### config.mk
export PLATFORM = sky130hd
export DESIGN_NAME = serial_add_arbiter_flat
export DESIGN_NICKNAME = d
export VERILOG_FILES = /design/src/rtl/serial_add_arbiter_if.sv /design/src/rtl/serial_add_arbiter.sv /design/src/flat_wrapper.sv
export SDC_FILE = /design/constraint.sdc
export NUM_CORES = 1
export LEC_CHECK = 0
export CORE_AREA = 2 2 80 82
export DETAILED_ROUTE_END_ITERATION = 10
export DIE_AREA = 0 0 82 84
export PLACE_DENSITY = 0.65
export SETUP_SLACK_MARGIN = 0.4
export SLEW_MARGIN = 0
export SYNTH_ARGS = -nofsm -noshare
export SYNTH_HDL_FRONTEND = slang
export SYNTH_SLANG_ARGS = --single-unit
### constraint.sdc
create_clock -name clk -period 2.6 [get_ports clk]
set_clock_uncertainty 0.2 [all_clocks]
set_input_delay 0.52 -clock clk [delete_from_list [all_inputs] [get_ports clk]]
set_output_delay 0.52 -clock clk [all_outputs]
set_load 0.05 [all_outputs]
### src/rtl/serial_add_arbiter_if.sv
// Request/grant/result bundle between two operand producers and the shared
// bit-serial adder.
interface serial_add_arbiter_if #(
  parameter int WIDTH = 8
);
  logic             req0;
  logic [WIDTH-1:0] a0;
  logic [WIDTH-1:0] b0;
  logic             req1;
  logic [WIDTH-1:0] a1;
  logic [WIDTH-1:0] b1;
  logic             gnt0;
  logic             gnt1;
  logic             busy;
  logic             done;
  logic             done_id;
  logic [WIDTH-1:0] sum;
  logic             cout;

  modport master (
    output req0, a0, b0, req1, a1, b1,
    input  gnt0, gnt1, busy, done, done_id, sum, cout
  );

  modport slave (
    input  req0, a0, b0, req1, a1, b1,
    output gnt0, gnt1, busy, done, done_id, sum, cout
  );
endinterface

### src/rtl/serial_add_arbiter.sv
// Bit-serial adder built around one full-adder slice, shared round-robin
// between two requesters; one result bit per clock, LSB first.
module serial_add_arbiter #(
  parameter int WIDTH = 8,
  parameter int CNT_W = 4
) (
  input  logic                 clk,
  input  logic                 rst_n,
  serial_add_arbiter_if.slave  bus
);

  typedef enum logic [1:0] {
    ST_IDLE = 2'd0,
    ST_RUN  = 2'd1,
    ST_DONE = 2'd2
  } state_t;

  state_t             state_r;
  state_t             state_nxt_s;
  logic [WIDTH-1:0]   sa_r;
  logic [WIDTH-1:0]   sb_r;
  logic [WIDTH-1:0]   acc_r;
  logic [WIDTH-1:0]   acc_nxt_s;
  logic               carry_r;
  logic [CNT_W-1:0]   cnt_r;
  logic               owner_r;
  logic               prio_r;
  logic [WIDTH-1:0]   sum_r;
  logic               cout_r;
  logic               done_id_r;
  logic               any_req_s;
  logic               grant_id_s;
  logic               last_bit_s;
  logic [1:0]         fa_s;
  logic               gnt0_s;
  logic               gnt1_s;
  logic               busy_s;
  logic               done_s;

  // Two half adders plus an OR; returns {carry, sum}.
  function automatic logic [1:0] full_add(input logic x, input logic y, input logic ci);
    logic h1_sum;
    logic h1_cry;
    logic h2_sum;
    logic h2_cry;
    h1_sum = x ^ y;
    h1_cry = x & y;
    h2_sum = h1_sum ^ ci;
    h2_cry = h1_sum & ci;
    return {h1_cry | h2_cry, h2_sum};
  endfunction

  assign any_req_s  = bus.req0 | bus.req1;
  assign fa_s       = full_add(sa_r[0], sb_r[0], carry_r);
  assign acc_nxt_s  = {fa_s[0], acc_r[WIDTH-1:1]};
  assign last_bit_s = (cnt_r == CNT_W'(WIDTH - 1));

  // Round-robin pick: prio only breaks ties when both requesters are waiting.
  always_comb begin
    grant_id_s = 1'b0;
    if (bus.req0 && bus.req1) begin
      grant_id_s = prio_r;
    end else if (bus.req1) begin
      grant_id_s = 1'b1;
    end else begin
      grant_id_s = 1'b0;
    end
  end

  // FSM state register.
  always_ff @(posedge clk or negedge rst_n) begin
    if (!rst_n) begin
      state_r <= ST_IDLE;
    end else begin
      state_r <= state_nxt_s;
    end
  end

  // FSM next-state logic.
  always_comb begin
    state_nxt_s = state_r;
    case (state_r)
      ST_IDLE: begin
        if (any_req_s) begin
          state_nxt_s = ST_RUN;
        end else begin
          state_nxt_s = ST_IDLE;
        end
      end
      ST_RUN: begin
        if (last_bit_s) begin
          state_nxt_s = ST_DONE;
        end else begin
          state_nxt_s = ST_RUN;
        end
      end
      ST_DONE: state_nxt_s = ST_IDLE;
      default: state_nxt_s = ST_IDLE;
    endcase
  end

  // FSM outputs; grants are gated by rst_n so none can leak out during reset.
  always_comb begin
    gnt0_s = 1'b0;
    gnt1_s = 1'b0;
    busy_s = 1'b0;
    done_s = 1'b0;
    case (state_r)
      ST_IDLE: begin
        if (rst_n && any_req_s) begin
          gnt0_s = ~grant_id_s;
          gnt1_s = grant_id_s;
        end else begin
          gnt0_s = 1'b0;
          gnt1_s = 1'b0;
        end
      end
      ST_RUN: busy_s = 1'b1;
      ST_DONE: begin
        busy_s = 1'b1;
        done_s = 1'b1;
      end
      default: busy_s = 1'b0;
    endcase
  end

  // Operand capture, serial add datapath and held result registers.
  always_ff @(posedge clk or negedge rst_n) begin
    if (!rst_n) begin
      sa_r      <= {WIDTH{1'b0}};
      sb_r      <= {WIDTH{1'b0}};
      acc_r     <= {WIDTH{1'b0}};
      carry_r   <= 1'b0;
      cnt_r     <= {CNT_W{1'b0}};
      owner_r   <= 1'b0;
      prio_r    <= 1'b0;
      sum_r     <= {WIDTH{1'b0}};
      cout_r    <= 1'b0;
      done_id_r <= 1'b0;
    end else begin
      case (state_r)
        ST_IDLE: begin
          if (any_req_s) begin
            sa_r    <= grant_id_s ? bus.a1 : bus.a0;
            sb_r    <= grant_id_s ? bus.b1 : bus.b0;
            carry_r <= 1'b0;
            cnt_r   <= {CNT_W{1'b0}};
            owner_r <= grant_id_s;
            prio_r  <= ~grant_id_s;
          end
        end
        ST_RUN: begin
          sa_r    <= sa_r >> 1;
          sb_r    <= sb_r >> 1;
          acc_r   <= acc_nxt_s;
          carry_r <= fa_s[1];
          cnt_r   <= cnt_r + CNT_W'(1);
          if (last_bit_s) begin
            sum_r     <= acc_nxt_s;
            cout_r    <= fa_s[1];
            done_id_r <= owner_r;
          end
        end
        default: begin
          cnt_r <= cnt_r;
        end
      endcase
    end
  end

  assign bus.gnt0    = gnt0_s;
  assign bus.gnt1    = gnt1_s;
  assign bus.busy    = busy_s;
  assign bus.done    = done_s;
  assign bus.done_id = done_id_r;
  assign bus.sum     = sum_r;
  assign bus.cout    = cout_r;

endmodule

### src/flat_wrapper.sv
// flat-port wrapper written by rule: the top's interface ports become plain ports
module serial_add_arbiter_flat 
#(
  parameter int WIDTH = 8,
  parameter int CNT_W = 4
)
  (clk, rst_n, bus_req0, bus_a0, bus_b0, bus_req1, bus_a1, bus_b1, bus_gnt0, bus_gnt1, bus_busy, bus_done, bus_done_id, bus_sum, bus_cout);
  serial_add_arbiter_if #(.WIDTH(WIDTH)) bus_i ();
  input  logic clk;
  input  logic rst_n;
  input wire logic [$bits(bus_i.req0)-1:0] bus_req0;
  input wire logic [$bits(bus_i.a0)-1:0] bus_a0;
  input wire logic [$bits(bus_i.b0)-1:0] bus_b0;
  input wire logic [$bits(bus_i.req1)-1:0] bus_req1;
  input wire logic [$bits(bus_i.a1)-1:0] bus_a1;
  input wire logic [$bits(bus_i.b1)-1:0] bus_b1;
  output wire logic [$bits(bus_i.gnt0)-1:0] bus_gnt0;
  output wire logic [$bits(bus_i.gnt1)-1:0] bus_gnt1;
  output wire logic [$bits(bus_i.busy)-1:0] bus_busy;
  output wire logic [$bits(bus_i.done)-1:0] bus_done;
  output wire logic [$bits(bus_i.done_id)-1:0] bus_done_id;
  output wire logic [$bits(bus_i.sum)-1:0] bus_sum;
  output wire logic [$bits(bus_i.cout)-1:0] bus_cout;
  assign bus_i.req0 = bus_req0;
  assign bus_i.a0 = bus_a0;
  assign bus_i.b0 = bus_b0;
  assign bus_i.req1 = bus_req1;
  assign bus_i.a1 = bus_a1;
  assign bus_i.b1 = bus_b1;
  assign bus_gnt0 = bus_i.gnt0;
  assign bus_gnt1 = bus_i.gnt1;
  assign bus_busy = bus_i.busy;
  assign bus_done = bus_i.done;
  assign bus_done_id = bus_i.done_id;
  assign bus_sum = bus_i.sum;
  assign bus_cout = bus_i.cout;
  serial_add_arbiter #(.WIDTH(WIDTH), .CNT_W(CNT_W)) u_core (.clk(clk), .rst_n(rst_n), .bus(bus_i));
endmodule
# Yosys cells after proc, flatten, opt, wreduce, memory -nomap -nowiden
# Index checks and enable logic that the tools add are counted.
dict set report word_totals {
  reg_bits 43
  output_inout_bits 14
  wordCells 52
}
dict set report classes {
  addsub 1
  n_eq_ne 4
  mux 21
  bitwise 7
  n_reduce_logical 8
}
# op n
set op_table {}
lappend op_table {{8-bit two-way mux} 4}
lappend op_table {{8-bit one-hot mux with 2 select lines} 2}
lappend op_table {{1-bit two-way mux} 10}
lappend op_table {{4-bit one-hot mux with 2 select lines} 1}
lappend op_table {{2-bit AND reduction} 3}
lappend op_table {{4-bit by 1-bit adder with 4-bit output, second input constant} 1}
lappend op_table {{4-bit by 3-bit equality test with 1-bit output, second input constant} 1}
lappend op_table {{4-bit two-way mux} 1}
lappend op_table {{2-bit one-hot mux with 2 select lines} 1}
lappend op_table {{1-bit AND} 2}
lappend op_table {{2-bit by 1-bit equality test with 1-bit output, second input constant} 1}
lappend op_table {{2-bit equality test, second input constant} 1}
lappend op_table {{1-bit logical AND} 2}
lappend op_table {{2-bit zero test} 1}
lappend op_table {{2-bit two-way mux} 1}
lappend op_table {{2-bit by 1-bit != test with 1-bit output, second input constant} 1}
lappend op_table {{1-bit OR} 2}
lappend op_table {{1-bit one-hot mux with 2 select lines} 1}
lappend op_table {{2-bit nonzero test} 1}
lappend op_table {{2-bit OR reduction} 1}
lappend op_table {{1-bit XOR} 2}
lappend op_table {{1-bit NOT} 1}

# Longest topological paths before layout
# Gate-level depths: netlist of run 1.
dict set report logic_depth {
  depth_word 5
  mapped_depth 8
  mapped_depth_nobuf 6
}

# Least setup slack after synthesis of run 1
# Ideal clock, no wire load.
dict set report synth_timing {
  kind {input -> output}
  start {input port bus_req1}
  end {output port bus_gnt1}
  arrival_ns 1.780
  t_required_ns 1.880
  setup_slack_ns 0.100
  path_stages 4
  n_path_buf 2
  cell_sequence {clkbuf_1 nand2_2 buf_4 nor2_1}
}
dict set report synth_via {
  elab_chain_cells 4
  word_cells_on_any_way 7
  classes_between {mux: 4; bitwise: 1; reduce/logical: 2}
}
# item line
set synth_lines {}
lappend synth_lines {{start, declared} flat_wrapper.sv:14} ;# input wire logic [$bits(bus_i.req1)-1:0] bus_req1;
lappend synth_lines {{1-bit two-way mux, or another cell as far along} serial_add_arbiter.sv:63} ;# end else if (bus.req1) begin
lappend synth_lines {{1-bit two-way mux / 1-bit logical AND (equally long branches)} {serial_add_arbiter.sv:61, serial_add_arbiter.sv:110}}
lappend synth_lines {{1-bit two-way mux (*)} serial_add_arbiter.sv:110} ;# if (rst_n && any_req_s) begin
lappend synth_lines {{1-bit two-way mux (*)} serial_add_arbiter.sv:108} ;# case (state_r)
lappend synth_lines {{end, declared} flat_wrapper.sv:18} ;# output wire logic [$bits(bus_i.gnt1)-1:0] bus_gnt1;
# Mark *: on every way between the ends. The rest lies on a longest branch, timed or not.

# Worst setup path after layout of run 1
dict set report layout_timing {
  start {register u_core.state_r[0]}
  end {output port bus_gnt0}
}
dict set report layout_via {
  elab_chain_cells 2
}
# item line
set layout_lines {}
lappend layout_lines {{start, declared} serial_add_arbiter.sv:18} ;# state_t state_r;
lappend layout_lines {{start signal, assigned} serial_add_arbiter.sv:75} ;# state_r <= state_nxt_s;
lappend layout_lines {{2-bit zero test} serial_add_arbiter.sv:108}
lappend layout_lines {{1-bit two-way mux} serial_add_arbiter.sv:108}
lappend layout_lines {{end, declared} flat_wrapper.sv:17} ;# output wire logic [$bits(bus_i.gnt0)-1:0] bus_gnt0;
# No other way between the ends.

==> key figures, run 1 <==
Run status
  • Status: complete, no violations

CTS
  • CTS H-tree lvls: 2
  • Clk buf depth: 2
  • Root Buffer Master: clkbuf_8
  • CTS clock-pin slew for the worst setup and hold paths: 80 ps
  • CTS tree: done
  • # clock sinks: 42
  • Inserted Clock Buffers: 5
  • Worst-skew pair later-pin latency: 290 ps

Synth
  • Share of the synthesized area in the top cell type: 51.9%
  • Post-synth EDFFs: 0
  • Sequential area share after synthesis: 51.9%
  • Synth Warn #: 0
  • Synthesized area per cell: 11.5 µm²
  • Most common flop cell mapped by yosys: dfrtp_1
  • Count leader, synth: dfrtp_1
  • Top post-synthesis cells by count: dfrtp_1, nand2_1, nand3_1
  • Main area contributors after synthesis: dfrtp_1, mux2i_1, mux2_4
  • Mapped Cells: 177
  • Post-synth cell types: 29
  • Async SR Flop Fraction: 100%
  • Post-synthesis register bit count: 42
  • Area leader, netlist: dfrtp_1
  • Syn nets: 218
  • Mapped Area: 2030 µm²

GRT
  • GR Util met1: 15.3%
  • Grt total ovfl: 0
  • Met2 GRT Util: 20.0%
  • Global route hottest layer: met2
  • Met3 usage: 3.46%
  • Number of global-route vias before repair: 1,500
  • Global-route usage over all layers: 12.2%
  • Global-route wire length before repair: 6600 µm
  • Initial antenna violation count: 0
  • Pin count of the biggest net entering global routing: 36

Floorplan
  • Die area: 6890 µm²
  • Placeable Area: 6100 µm²
  • Standard-cell row count: 29
  • Initial core utilization: 33.3%
  • Number of I/O pins: 50
  • Die Ht: 84 µm
  • Die Wd: 82 µm

Timing
  • Final min period: 2110 ps
  • RSZ-0062 raised after global routing: false
  • Slew Viols, Final: 0
  • Final setup margin: 488 ps
  • Setup TNS: 0 ps
  • Rel. slew slack: 66.1%
  • Final Hold Fails: 0
  • Achievable clock frequency: 0.474 GHz
  • Finish-stage setup viols: 0
  • Tcrit/Tclk final: 81.2%
  • Slew @ Worst Pin: 508 ps

Critical path
  • CP Max Fanout: 6
  • Worst-path cell chain: inv_2 -> ha_4 -> nand3_2 -> a21oi_2 -> buf_12
  • Crit path max-delay family: flip-flops
  • Buf+Inv Stages, Crit Path: 2
  • Crit-path slowest cell: dfrtp_1
  • WP data arrival: 1390 ps
  • Worst Setup Start Kind: flip-flop
  • Setup crit end kind: primary output
  • CP max stage delay: 410 ps
  • CP Class: reg2out
  • CP required: 1880 ps

Drt
  • WL/cell: 12.5 µm
  • 1st-pass router iterations: 4
  • DRC viols: 0
  • Final wirelength: 3880 µm
  • DR vias: 1,470
  • Initial drt markers: 48
  • Post-route ant nets: 0
  • Vias per cell: 4.74

Finish
  • Fin area: 2790 µm²
  • Final std cells w/o fill: 310
  • Layout area overhead: 37.6%
  • Layout cell share with drive strength beyond 1: 21.5%
  • Antenna diode instance count: 0
  • Fin nets: 273
  • Final core utilization: 45.8%

Flow run
  • Max-cap violations: 0

Power
  • Clock share of power: 16.6%
  • Sequential power share: 35.8%
  • VDD IR max: 0.000461 V
  • Comb pwr share: 47.6%
  • Cell Pwr Density: 1110 nW/µm²
  • Pleak: 1.38 nW
  • Pint: 1.89 mW
  • Net Sw Power: 1.20 mW
  • Switch share: 38.9%

Placed design
  • Area after DPL: 2620 µm²
  • Post-place setup slack: 265 ps
  • IO Port Bufs: 49
  • GPL Wtd Cong: 0.724
  • Dpl hpwl: 2730 µm
  • Placed Cells: 299

Worst hold path
  • Hold Crit Class: in2async
## state kept, by name, indices dropped and copies added (netlist names)
name,flops
u_core.sb_r,8
u_core.owner_r,1
u_core.sa_r,8
u_core.prio_r,1
u_core.carry_r,1
u_core.cnt_r,4
u_core.acc_r,7
u_core.bus.sum,8
u_core.state_r,2
u_core.bus.cout,1
u_core.bus.done_id,1
## per-layer routing
layer  routed length [µm]  part of all wire (%)  vias to the layer above
li1                     -                     -                      728
met1                 1810                    47                      703
met2                 1820                    47                       34
met3                  211                   5.4                        5
met4                   47                   1.2                        0
met5                    0                     0                        -
## cell type report
| class | count | area [µm²] |
|---|---|---|
| fill | 593 | 3310 |
| clock buffer | 5 | 68.8 |
| clock inverter | 3 | 45.0 |
| tap | 77 | 96.3 |
| sequential | 42 | 1050 |
| timing repair buffer | 59 | 592 |
| inverter | 4 | 15.0 |
| multi-input combinational | 120 | 921 |
## through the flow
step / hold WS (ps) / power, mW
after floorplan: 24.4 / 2.17
after global placement: 194 / 2.57
after detailed placement: 193 / 2.60
after CTS: 122 / 3.13
after global routing: 158 / 3.34
final: 129 / 3.10
## kinds of logic (layout without fill, tap and decap cells)
| group | Yosys count | in the layout | share of synthesized area (%) |
|---|---|---|---|
| multiplexers | 33 | 33 | 19.0 |
| flip-flops | 42 | 42 | 51.9 |
| XOR/XNOR | 2 | 2 | 0.864 |
| adder cells (fa/ha/maj) | 5 | 5 | 3.46 |
| AND/OR/NAND/NOR | 55 | 55 | 12.4 |
| buffers and inverters | 15 | 71 | 3.89 |
| AO/OA/AOI/OAI | 25 | 25 | 8.52 |
## power groups by stage
stage                     registers, mW  clock network, mW  logic (mW)
after floorplan                    1.31                  0       0.859
after global placement             1.12                  0        1.45
after detailed placement           1.12                  0        1.48
after CTS                          1.11              0.532        1.48
after global routing               1.15              0.564        1.62
final                              1.11              0.516        1.47
## layout by cell type (no fill, tap or decap), types with 2 or more instances in the layout
master           Yosys  final
mux2i_1             16     16
nand2_1             26     26
mux2_4               9      9
dlymetal6s2s_1       0      8
nor2_1               4      3
o211ai_1            14     14
clkbuf_8             0      5
buf_12               0      2
mux2_2               8      8
nand3_1             18     17
nand2_2              2      2
a21oi_1              3      2
clkdlybuf4s50_1      0     32
o21ai_1              2      2
o21ai_0              2      2
inv_2                1      3
dlygate4sd2_1        0      4
dfrtp_1             42     42
buf_4                3      8
clkinvlp_4           0      2
xnor2_1              2      2
clkbuf_2             0      2
ha_1                 4      3
nand2b_1             3      3
## final timing paths
check,startpoint,to,slack [ps],depth (start not counted)
min in group clk,u_core.sb_r[7],u_core.sb_r[7],290,2
worst min-delay path,rst_n,u_core.owner_r,130,2
worst max register to register,u_core.state_r[1],u_core.sb_r[6],660,8
worst max-delay path,u_core.state_r[0],bus_gnt0,490,5
worst min register to register,u_core.sb_r[7],u_core.sb_r[7],290,2
max in group asynchronous,rst_n,u_core.sb_r[2],1420,2
## timing repair
item	4_1_cts	5_1_grt
endpoints found under the hold margin	7	0
gates resized for setup	9	16
hold buffers	1	0
setup endpoints to repair	6	22
pin swaps	1	1
setup buffers	0	2
No activity file was read; power rests on OpenSTA's default activity.
==> run 2: changes to the inputs <==
--- a/config.mk
+++ b/config.mk
@@ -8,7 +8,7 @@
 export CORE_AREA = 2 2 80 82
 export DETAILED_ROUTE_END_ITERATION = 10
 export DIE_AREA = 0 0 82 84
-export PLACE_DENSITY = 0.65
+export PLACE_DENSITY = 0.67
 export SETUP_SLACK_MARGIN = 0.4
 export SLEW_MARGIN = 0
 export SYNTH_ARGS = -nofsm -noshare
==> constraint.sdc (replaced) <==
create_clock -name clk -period 1.91 [get_ports clk]
set_clock_uncertainty 0.2 [all_clocks]
set_input_delay 0.382 -clock clk [delete_from_list [all_inputs] [get_ports clk]]
set_output_delay 0.382 -clock clk [all_outputs]
set_load 0.05 [all_outputs]
==> run 2 against run 1 <==
Compared with the run above:
- cell count grew 11%
- critical endpoint unchanged
- design area grew 24%
- count of clock-buffer cells in the layout is the same
- wire length grew 27%
- sequential power grew 42%
- combinational power grew 130%
- via count grew 16%
- worst setup slack lost 490 ps
- total power grew 85%
- flip-flop and latch count is the same
- utilization grew 11 points
==> key figures, run 2 (synthesis results as in run 1) <==
Drt
  • DRC viols: 0
  • Final wirelength: 4950 µm
  • Initial drt markers: 72
  • Vias per cell: 4.96
  • WL/cell: 14.4 µm
  • Post-route ant nets: 0
  • 1st-pass router iterations: 4
  • DR vias: 1,706

Placed design
  • Dpl hpwl: 2990 µm
  • IO Port Bufs: 49
  • Area after DPL: 2740 µm²
  • GPL Wtd Cong: 0.750

Flow run
  • Max-cap violations: 0

Critical path
  • CP max stage delay: 390 ps
  • CP Max Fanout: 4
  • Setup crit end kind: primary output
  • Crit-path slowest cell: dfrtp_1
  • CP required: 1330 ps
  • Crit path max-delay family: flip-flops
  • Worst Setup Start Kind: flip-flop
  • WP data arrival: 1330 ps
  • CP Class: reg2out
  • Worst-path cell chain: inv_2 -> ha_4 -> nand3_4 -> a21oi_4 -> buf_12
  • Buf+Inv Stages, Crit Path: 2

Timing
  • Rel. slew slack: 64.8%
  • Slew @ Worst Pin: 528 ps
  • Final Hold Slack: 29.0 ps
  • Tcrit/Tclk final: 99.9%
  • Final Hold Fails: 0
  • Finish-stage setup viols: 0
  • Final min period: 1910 ps
  • Slew Viols, Final: 0
  • Setup TNS: 0 ps
  • RSZ-0062 raised after global routing: true
  • Achievable clock frequency: 0.524 GHz

Finish
  • Layout area overhead: 70.4%
  • Final core utilization: 56.7%
  • Fin area: 3450 µm²
  • Antenna diode instance count: 0
  • Most common cell after layout, fill and taps aside: dfrtp_1
  • Most frequent cells in the layout: dfrtp_1, clkdlybuf4s50_1, buf_4
  • Fin nets: 307
  • Layout cell share with drive strength beyond 1: 50.2%

Power
  • Overall Power: 5.75 mW
  • VDD IR max: 0.000833 V
  • Pleak: 1.63 nW
  • Pint: 3.58 mW
  • Comb pwr share: 57.9%
  • Cell Pwr Density: 1660 nW/µm²
  • Clock share of power: 14.5%
  • Sequential power share: 27.6%
  • Net Sw Power: 2.16 mW
  • Switch share: 37.6%

GRT
  • Pin count of the biggest net entering global routing: 43
  • Initial antenna violation count: 0
  • Global-route wire length before repair: 7940 µm
  • Global-route usage over all layers: 14.7%
  • Grt total ovfl: 0
  • Number of global-route vias before repair: 1,719

Floorplan
  • Initial core utilization: 33.3%
  • Die Ht: 84 µm
  • Standard-cell row count: 29
  • Placeable Area: 6100 µm²
  • Number of I/O pins: 50
  • Die area: 6890 µm²
  • Die Wd: 82 µm

Worst hold path
  • Hold Crit Class: in2async

CTS
  • Worst-skew pair later-pin latency: 290 ps
  • Root Buffer Master: clkbuf_8
  • Clk buf depth: 2
  • Inserted Clock Buffers: 5
  • Cts hold-fix bufs: 0
  • CTS H-tree lvls: 2
  • # clock sinks: 42
  • CTS tree: done
  • CTS clock-pin slew for the worst setup and hold paths: 90 ps

Run status
  • Status: complete, no violations
==> run 2: changes by cell type in the layout (fill, tap and decap cells not counted), moves of 15 or more <==
cell / previous run / this run
buf_6: 1 / 16
buf_4: 8 / 29
nand2_1: 26 / 3
nand2_2: 2 / 18
==> run 2: layout make-up <==
class | count | area, µm²
Fill cell | 517 | 2640
Multi-Input combinational cell | 121 | 1160
Sequential cell | 42 | 1050
Timing Repair Buffer | 92 | 991
Tap cell | 77 | 96.3
Clock buffer | 5 | 68.8
Clock inverter | 3 | 68.8
Inverter | 4 | 17.5
==> run 2: metrics by stage <==
step,setup WS [ps],instances
2_1_floorplan,66.3,177
3_3_place_gp,-99.4,308
3_5_place_dp,-133,308
4_1_cts,6.16,336
5_1_grt,-60.3,344
6_report,1.23,344
==> run 2: power by group through the flow <==
stage	Combinational (mW)	Clock [mW]	Sequential, mW
after detailed placement	2.19	0	1.54
after floorplan	1.23	0	1.79
final	3.33	0.835	1.58
after CTS	2.84	0.861	1.54
after global routing	3.57	0.890	1.63
after global placement	2.14	0	1.53
==> run 2: path summary, 6_finish.rpt <==
check | from | end | slack, ps | depth (start not counted)
min in group clk | u_core.bus.sum[6] | u_core.bus.sum[6] | 320 | 1
max in group asynchronous | rst_n | u_core.prio_r | 1100 | 2
worst min-delay path | rst_n | u_core.bus.cout | 30 | 2
worst max register to register | u_core.state_r[1] | u_core.bus.sum[1] | 10 | 7
worst min register to register | u_core.bus.sum[6] | u_core.bus.sum[6] | 320 | 1
worst max-delay path | u_core.state_r[0] | bus_gnt0 | 1 | 5
==> run 2: layer usage <==
layer | routed length (µm) | track usage, % | up-vias
li1 | - | - | 804
met1 | 2040 | 19.6 | 847
met2 | 2620 | 23.7 | 47
met3 | 207 | 2.81 | 8
met4 | 80 | 4.55 | 0
met5 | 0 | 0 | -
==> run 2: worst register-to-register path, stage by stage (launching register included) <==
cell and delay (ps):
dfrtp_1 400, inv_2 80, buf_4 110, buf_6 90, ha_4 160, inv_4 50
or3_4 400, mux2_4 320
==> run 2: timing repair <==
action	4_1_cts	5_1_grt
setup endpoints to repair	43	46
pin swaps	9	31
gates cloned	4	1
buffers inserted	16	7
gates resized for setup	41	50
==> run 3: changes to the inputs <==
--- a/config.mk
+++ b/config.mk
@@ -6,6 +6,7 @@
 export NUM_CORES = 1
 export LEC_CHECK = 0
 export CORE_AREA = 2 2 80 82
+export CTS_CLUSTER_SIZE = 16
 export DETAILED_ROUTE_END_ITERATION = 10
 export DIE_AREA = 0 0 82 84
 export PLACE_DENSITY = 0.67
==> constraint.sdc (replaced) <==
create_clock -name clk -period 1.65 [get_ports clk]
set_clock_uncertainty 0.2 [all_clocks]
set_input_delay 0.33 -clock clk [delete_from_list [all_inputs] [get_ports clk]]
set_output_delay 0.33 -clock clk [all_outputs]
set_load 0.05 [all_outputs]
==> run 3 against run 2 <==
Compared with the run above:
- the flow now finishes with violations (hold timing, setup timing)
- combinational power is 8.4% higher
- total power increased by 6.5%
- wire length decreased by 6.9%
- critical path depth is the same
- worst hold slack got worse by 40 ps
- die area did not move
- flip-flop and latch count unchanged
- global-route usage decreased by 0.21 points
- critical path type is now in2out
==> key figures, run 3 (synthesis results as in run 1) <==
Run status
  • Status: finished with violations
  • Failing checks: hold timing, setup timing

Placed design
  • Dpl hpwl: 2940 µm
  • GPL Wtd Cong: 0.721
  • Area after DPL: 2880 µm²
  • IO Port Bufs: 49

Floorplan
  • Die Wd: 82 µm
  • Placeable Area: 6100 µm²
  • Number of I/O pins: 50
  • Die Ht: 84 µm
  • Standard-cell row count: 29
  • Initial core utilization: 33.3%
  • Die area: 6890 µm²

Critical path
  • Buf+Inv Stages, Crit Path: 3
  • Setup crit end kind: primary output
  • CP max stage delay: 530 ps
  • CP Max Fanout: 3
  • Worst Setup Start Kind: input pin
  • Crit path max-delay family: buffers and inverters
  • Worst-case reg-to-reg path depth: 6
  • Critical path depth: 5
  • R2R Setup Slk: -170 ps
  • CP Class: in2out
  • R2r startpoint: u_core.state_r[1]
  • Reg2reg end: u_core.bus.cout
  • CP required: 1120 ps
  • WP data arrival: 1390 ps
  • Crit-path slowest cell: clkdlybuf4s50_1
  • Worst-path cell chain: clkdlybuf4s50_1 -> buf_4 -> nand3_4 -> a21oi_4 -> buf_12

Drt
  • Final wirelength: 4610 µm
  • DR vias: 1,612
  • Vias per cell: 4.71
  • Post-route ant nets: 0
  • WL/cell: 13.5 µm
  • 1st-pass router iterations: 4
  • Initial drt markers: 57
  • DRC viols: 0

Timing
  • Achievable clock frequency: 0.521 GHz
  • Final Hold Slack: -11.1 ps
  • Finish-stage setup viols: 42
  • Final Hold Fails: 9
  • Final min period: 1920 ps
  • RSZ-0062 raised after global routing: true
  • Setup TNS: -4590 ps
  • Slew @ Worst Pin: 506 ps
  • Final setup margin: -270 ps
  • Tcrit/Tclk final: 116%
  • Slew Viols, Final: 0
  • Rel. slew slack: 66.3%

GRT
  • Pin count of the biggest net entering global routing: 42
  • Grt total ovfl: 0
  • Initial antenna violation count: 0
  • Number of global-route vias before repair: 1,635
  • Global-route usage over all layers: 14.5%
  • Global-route wire length before repair: 7700 µm

Finish
  • Layout area overhead: 65.2%
  • Fin nets: 305
  • Most frequent cells in the layout: dfrtp_1, clkdlybuf4s50_1, buf_4
  • Antenna diode instance count: 0
  • Fin area: 3350 µm²
  • Most common cell after layout, fill and taps aside: dfrtp_1
  • Layout cell share with drive strength beyond 1: 39.2%
  • Layout fillers: 530
  • Final core utilization: 54.9%

Power
  • Cell Pwr Density: 1830 nW/µm²
  • Overall Power: 6.12 mW
  • Pleak: 1.55 nW
  • VDD IR max: 0.000913 V

CTS
  • Root Buffer Master: clkbuf_8
  • Inserted Clock Buffers: 5
  • CTS clock-pin slew for the worst setup and hold paths: 70 ps
  • Clk buf depth: 2
  • # clock sinks: 42
  • CTS H-tree lvls: 2
  • CTS tree: done
  • Worst-skew pair later-pin latency: 290 ps

Worst hold path
  • Hold Crit Class: in2async

Flow run
  • Max-cap violations: 0
[run 3: changes by cell type in the layout (fill, tap and decap cells not counted), sizes merged]
cell | previous run | this run
bufinv | 2 | 0
clkinvlp | 0 | 1
dlygate4sd3 | 0 | 1
clkdlybuf4s50 | 32 | 33
dlygate4sd2 | 2 | 1
clkbuf | 6 | 7
buf | 57 | 54
[run 3: layout make-up]
type                            instances  area (µm²)  area share, %
Clock inverter                          2        12.5          0.374
Timing Repair Buffer                   90        1050           31.4
Inverter                                4        17.5          0.523
Multi-Input combinational cell        121        1040           31.0
Clock buffer                            6        82.6           2.47
Tap cell                               77        96.3           2.88
Sequential cell                        42        1050           31.4
[run 3: layer usage]
| metal | part of all wire (%) | vias to the layer above | global-route usage [%] |
|---|---|---|---|
| met2 | 51 | 38 | 23.7 |
| met3 | 3.7 | 3 | 3.57 |
| met5 | 0 | - | 0 |
| met1 | 45 | 774 | 19.3 |
| li1 | - | 797 | - |
| met4 | 0.61 | 0 | 2.73 |
[run 3: per-stage QoR]
stage	worst slack, ps	hold slack (ps)	std cells
global placement	-313	-59.1	311
global route	-332	38.9	342
CTS	-276	-0.964	334
detailed placement	-311	-61.8	311
finish	-270	-11.1	342
floorplan	-194	-166	177
[run 3: worst max path at each step]
stage,start,end,slack (ps)
2_1_floorplan,u_core.state_r[1],u_core.bus.cout,-190
3_3_place_gp,bus_req0,u_core.sa_r[5],-310
3_5_place_dp,bus_req1,u_core.sb_r[4],-310
4_1_cts,u_core.state_r[1],bus_gnt0,-280
5_1_grt,u_core.state_r[0],bus_gnt0,-330
6_report,bus_req0,bus_gnt0,-270
[run 3: what timing repair did]
item / in CTS / in global routing
gates resized for setup: 37 / 6
buffers inserted: 12 / 7
pin swaps: 9 / 5
setup endpoints to repair: 56 / 56
endpoints found under the hold margin: 1 / 0
cloned: 2 / 1
hold buffers: 1 / 0
[run 3: power by group]
part | switching [mW] | internal, mW
combinational | 1.58 | 2.03
clock | 0.353 | 0.336
sequential | 0.333 | 1.48
